## src/rtl/serial_tx_if.sv

```systemverilog
// Parallel-in / serial-out transmitter bundle.
// The master drives the word and request; the slave drives line and status.
interface serial_tx_if #(
    parameter int DATA_W = 8
);
    logic [DATA_W-1:0] data;
    logic              send;
    logic              ready;
    logic              busy;
    logic              tx;
    logic              done;

    modport master (
        output data, send,
        input  ready, busy, tx, done
    );

    modport slave (
        input  data, send,
        output ready, busy, tx, done
    );
endinterface

```

## src/rtl/serial_tx.sv

```systemverilog
// UART-style serial transmitter: start bit, LSB-first data,
// optional even parity, stop bit, each CLKS_PER_BIT cycles long.
module serial_tx #(
    parameter int DATA_W       = 8,
    parameter int CLKS_PER_BIT = 4,
    parameter int PARITY_EN    = 0
) (
    input  logic clk,
    input  logic reset,
    serial_tx_if.slave bus
);
    localparam int NB = DATA_W + PARITY_EN;
    localparam int CW = (CLKS_PER_BIT > 1) ? $clog2(CLKS_PER_BIT) : 1;
    localparam int BW = $clog2(NB + 1);

    typedef enum logic [1:0] {
        IDLE,
        START,
        DATA,
        STOP
    } state_t;

    state_t            state_q, state_d;
    logic [CW-1:0]     cnt_q, cnt_d;
    logic [BW-1:0]     bit_q, bit_d;
    logic [DATA_W-1:0] sh_q, sh_d;
    logic              par_q, par_d;
    logic              tx_q, tx_d;
    logic              done_q, done_d;
    logic              last;

    assign last = (cnt_q == CW'(CLKS_PER_BIT - 1));

    always_ff @(posedge clk or posedge reset) begin
        if (reset) begin
            state_q <= IDLE;
            cnt_q   <= '0;
            bit_q   <= '0;
            sh_q    <= '0;
            par_q   <= 1'b0;
            tx_q    <= 1'b1;
            done_q  <= 1'b0;
        end else begin
            state_q <= state_d;
            cnt_q   <= cnt_d;
            bit_q   <= bit_d;
            sh_q    <= sh_d;
            par_q   <= par_d;
            tx_q    <= tx_d;
            done_q  <= done_d;
        end
    end

    always_comb begin
        state_d = state_q;
        cnt_d   = cnt_q;
        bit_d   = bit_q;
        sh_d    = sh_q;
        par_d   = par_q;
        tx_d    = tx_q;
        done_d  = 1'b0;
        unique case (state_q)
            IDLE: begin
                tx_d = 1'b1;
                if (bus.send) begin
                    state_d = START;
                    sh_d    = bus.data;
                    par_d   = ^bus.data;
                    cnt_d   = '0;
                    bit_d   = '0;
                    tx_d    = 1'b0;
                end
            end
            START: begin
                if (last) begin
                    state_d = DATA;
                    cnt_d   = '0;
                    tx_d    = sh_q[0];
                end else begin
                    cnt_d = cnt_q + 1'b1;
                end
            end
            DATA: begin
                if (!last) begin
                    cnt_d = cnt_q + 1'b1;
                end else begin
                    cnt_d = '0;
                    if (bit_q == BW'(NB - 1)) begin
                        state_d = STOP;
                        bit_d   = '0;
                        tx_d    = 1'b1;
                    end else begin
                        bit_d = bit_q + 1'b1;
                        // past the last data bit the parity period follows
                        if (bit_q < BW'(DATA_W - 1)) begin
                            sh_d = sh_q >> 1;
                            tx_d = sh_q[1];
                        end else begin
                            tx_d = par_q;
                        end
                    end
                end
            end
            STOP: begin
                if (last) begin
                    state_d = IDLE;
                    cnt_d   = '0;
                    done_d  = 1'b1;
                end else begin
                    cnt_d = cnt_q + 1'b1;
                end
            end
            default: state_d = IDLE;
        endcase
    end

    assign bus.ready = (state_q == IDLE);
    assign bus.busy  = (state_q != IDLE);
    assign bus.tx    = tx_q;
    assign bus.done  = done_q;
endmodule

```

## src/flat_wrapper.sv

```systemverilog
// flat-port wrapper written by rule: the top's interface ports become plain ports
module serial_tx_flat 
#(
    parameter int DATA_W       = 8,
    parameter int CLKS_PER_BIT = 4,
    parameter int PARITY_EN    = 0
)
  (clk, reset, bus_data, bus_send, bus_ready, bus_busy, bus_tx, bus_done);
  serial_tx_if #(.DATA_W(DATA_W)) bus_i ();
  input  logic clk;
  input  logic reset;
  input wire logic [$bits(bus_i.data)-1:0] bus_data;
  input wire logic [$bits(bus_i.send)-1:0] bus_send;
  output wire logic [$bits(bus_i.ready)-1:0] bus_ready;
  output wire logic [$bits(bus_i.busy)-1:0] bus_busy;
  output wire logic [$bits(bus_i.tx)-1:0] bus_tx;
  output wire logic [$bits(bus_i.done)-1:0] bus_done;
  assign bus_i.data = bus_data;
  assign bus_i.send = bus_send;
  assign bus_ready = bus_i.ready;
  assign bus_busy = bus_i.busy;
  assign bus_tx = bus_i.tx;
  assign bus_done = bus_i.done;
  serial_tx #(.DATA_W(DATA_W), .CLKS_PER_BIT(CLKS_PER_BIT), .PARITY_EN(PARITY_EN)) u_core (.clk(clk), .reset(reset), .bus(bus_i));
endmodule
```

## config.mk

```make
export PLATFORM = sky130hd
export DESIGN_NAME = serial_tx_flat
export DESIGN_NICKNAME = d
export VERILOG_FILES = /design/src/rtl/serial_tx_if.sv /design/src/rtl/serial_tx.sv /design/src/flat_wrapper.sv
export SDC_FILE = /design/constraint.sdc
export NUM_CORES = 1
export LEC_CHECK = 0
export CORE_MARGIN = 4
export CORE_UTILIZATION = 48
export CTS_CLUSTER_DIAMETER = 200
export DETAILED_ROUTE_END_ITERATION = 10
export PLACE_DENSITY = 0.77
export SYNTH_ARGS = -nofsm -noshare
export SYNTH_HDL_FRONTEND = slang
export SYNTH_SLANG_ARGS = --single-unit
```

## constraint.sdc

```tcl
create_clock -name clk -period 1.8 [get_ports clk]
set_input_delay 0.45 -clock clk [delete_from_list [all_inputs] [get_ports clk]]
set_output_delay 0.45 -clock clk [all_outputs]
set_load 0.05 [all_outputs]
```

==> metrics.txt <==
CTS tree yes; critical path cell sequence inv_2 -> ha_4 -> buf_6 -> buf_4 -> buf_12; Top Metal Used met4; cells after synthesis ~110; VDD IR-drop max roughly 530 uV; Nets roughly 160; RSZ-0062 raised after global routing true; Post-Syn Area per Cell ~11 sq um; Hold WC Path Type in -> async; final setup margin 0.0131 ns; CP Launch Type register; Max FO, Critical Path 3; WHS roughly 0.46 ns; vias in the first global route 925; clk_skew between 0.004 and 0.005 ns; Yosys top cell area share about two fifths; clock latency on the worst-skew pair between 0.2 and 0.3 ns; Rel. slew slack 71.7%; Die H about 57 um; FFs w/ async S/R, synth 100%; dpl ws -0.0582 ns; Die W 57.0 um; final hold viol count 0; ANT cells 0; WL final 2330 um; Detail Route Antenna Nets 0; reg-to-reg startpoint u_core.state_q[1]$_DFFE_PP0P_; detailed-route DRC error count 0; synth top area cells dfrtp_1, ha_1, mux2i_1; Final setup viols 0; clock sink total 19; Worst setup endpoint bus_ready; Synth Flop Type dfrtp_1; status completed; Power Density 483 mW/mm^2; initial DRC count 17; layout cells sized above 1 between 30% and 40%; clk buf depth 2; Initial Util roughly 50%; GP Congestion 0.841; final instance area 0.00153 sq mm; max-slew violations 0; TNS Setup 0 ns; Pre-Repair DR Iteration Count 4; Die Footprint around 0.0032 sq mm; WL/cell between 10 and 15 um; worst-margin pin slew between 0.4 and 0.5 ns; CTS root buf clkbuf_4; EDFF count, synth 0; # IOs 15; Synth-to-Final Area Change 32.7%; met3 wire len ~85 um; Reg-to-Reg End u_core.state_q[1]$_DFFE_PP0P_; initial antenna violation count 0; cell taking the most area after synthesis dfrtp_1; FF+latch count, synth 19; CTS Buf Count 3; top-count cell post-synth dfrtp_1; Crit Path Class reg -> out; CP endpoint kind primary output; Register Area 477 sq um; syn_nets between 100 and 150; DP Area 0.00141 sq mm; wire length on met1 1040 um; Max-cap violations 0; Post-Syn Area around 0.0012 sq mm; fillers 181; CORE AREA 0.00225 sq mm; clk slew on worst S/H paths 0.11 ns; Fmax between 500 and 600 MHz; Via density 5.26; Seq/Total Area, Yosys 41.4%; r2r setup slk 0.02 ns; # port buffers 14; final worst path period need between 1.5 and 2 ns; Worst path slowest cell dfrtp_1; routed wire length on met2 1180 um; Req. time, crit path between 1 and 1.5 ns; Worst setup startpoint u_core.state_q[1]$_DFFE_PP0P_; non-filler cells, final 170; Lkg Pwr ~0.74 nW; Row Count 17; WP data arrival 1.34 ns; Post-CTS Hold Fix Bufs 0; Distinct cells, synth 36; first-pass GRT wire length about 4000 um; Tot GR Track Use between 15 and 20%; Yosys Warn Count 0; reg2reg path depth 7; DP Wirelength approximately 1700 um; grt total ovfl 0; Vias 895; synth cell count leaders dfrtp_1, nor2_1, mux2i_1; Multi-input gate area roughly 630 sq um; H-Tree Depth 1; crit-path max cell delay roughly 0.4 ns; Final period util between 90% and 100%; largest net degree at the start of global routing 20; cell count after placement around 160
placed cells by master (no fill, tap or decap), types with 3 or more instances in the layout:
cell type / n
mux2i_1: 8
clkdlybuf4s50_1: 10
nand2_1: 4
buf_4: 20
ha_1: 4
nor2_1: 12
buf_12: 3
dfrtp_1: 18
clkbuf_4: 3
a21oi_1: 6
xnor2_1: 7
inv_1: 3
o21ai_0: 3
critical path: cells and delay by family (launching register included):
| family | cells | cell delay (ns) |
|---|---|---|
| buf+inv | 4 | 0.46 |
| flops | 1 | 0.41 |
| fa+ha+maj | 1 | 0.17 |
report_power, final:
| part | internal, W | switching [W] |
|---|---|---|
| combinational | 0.0000494 | 0.0000372 |
| clock | 0.0000863 | 0.000130 |
| sequential | 0.000432 | 0.00000360 |
| total | 0.000568 | 0.000170 |
layer usage:
layer | vias up | global-route usage (%)
met1 | 430 | 19.2
met3 | 4 | 4.07
li1 | 444 | -
met5 | - | 0
met2 | 17 | 27.4
met4 | 0 | 4.97
state kept, by name, summed over array words and instances, names as in the netlist:
| name | cells |
|---|---|
| u_core.bit_q | 4 |
| u_core.bus.done | 1 |
| u_core.bus.tx | 1 |
| u_core.cnt_q | 2 |
| u_core.par_q | 1 |
| u_core.sh_q | 8 |
| u_core.state_q | 2 |
cell type report:
class / instances / area share (%)
Timing Repair Buffer: 35 / 21.8
Sequential cell: 19 / 31.2
Multi-Input combinational cell: 78 / 41.3
Inverter: 6 / 1.72
Tap cell: 28 / 2.29
Clock buffer: 4 / 1.72
how the worst min path moves through the flow:
stage | slack, ns | end | cells past startpoint | start
2_1_floorplan | 0.40 | u_core.bit_q[0]$_DFFE_PP0P_ | 1 | reset
4_1_cts | 0.47 | u_core.sh_q[4]$_DFFE_PP0P_ | 3 | reset
5_1_grt | 0.48 | u_core.sh_q[5]$_DFFE_PP0P_ | 3 | reset
6_report | 0.46 | u_core.sh_q[4]$_DFFE_PP0P_ | 3 | reset
3_5_place_dp | 0.49 | u_core.cnt_q[1]$_DFFE_PP0P_ | 2 | u_core.cnt_q[1]$_DFFE_PP0P_
3_3_place_gp | 0.47 | u_core.cnt_q[1]$_DFFE_PP0P_ | 2 | u_core.cnt_q[1]$_DFFE_PP0P_
metrics by stage:
stage | util, % | total power (W)
global placement | 62.4 | 0.000530
floorplan | - | 0.000488
global route | 67.8 | 0.000785
finish | 67.8 | 0.000738
detailed placement | 62.4 | 0.000531
CTS | 65.7 | 0.000750
timing repair:
| item | CTS | global route |
|---|---|---|
| buffers inserted | 6 | 5 |
| gates resized for setup | 1 | 5 |
| pin swaps | 1 | 1 |
| setup endpoints to repair | 3 | 10 |
cells by family after synthesis:
| group | synth area share (%) |
|---|---|
| AO/OA/AOI/OAI | 17.3 |
| flip-flops | 41.4 |
| adder cells (fa/ha/maj) | 7.61 |
| AND/OR/NAND/NOR | 12.5 |
| multiplexers | 8.91 |
| XOR/XNOR | 6.09 |
| buffers and inverters | 6.19 |
(Power assumes the default switching activity.)
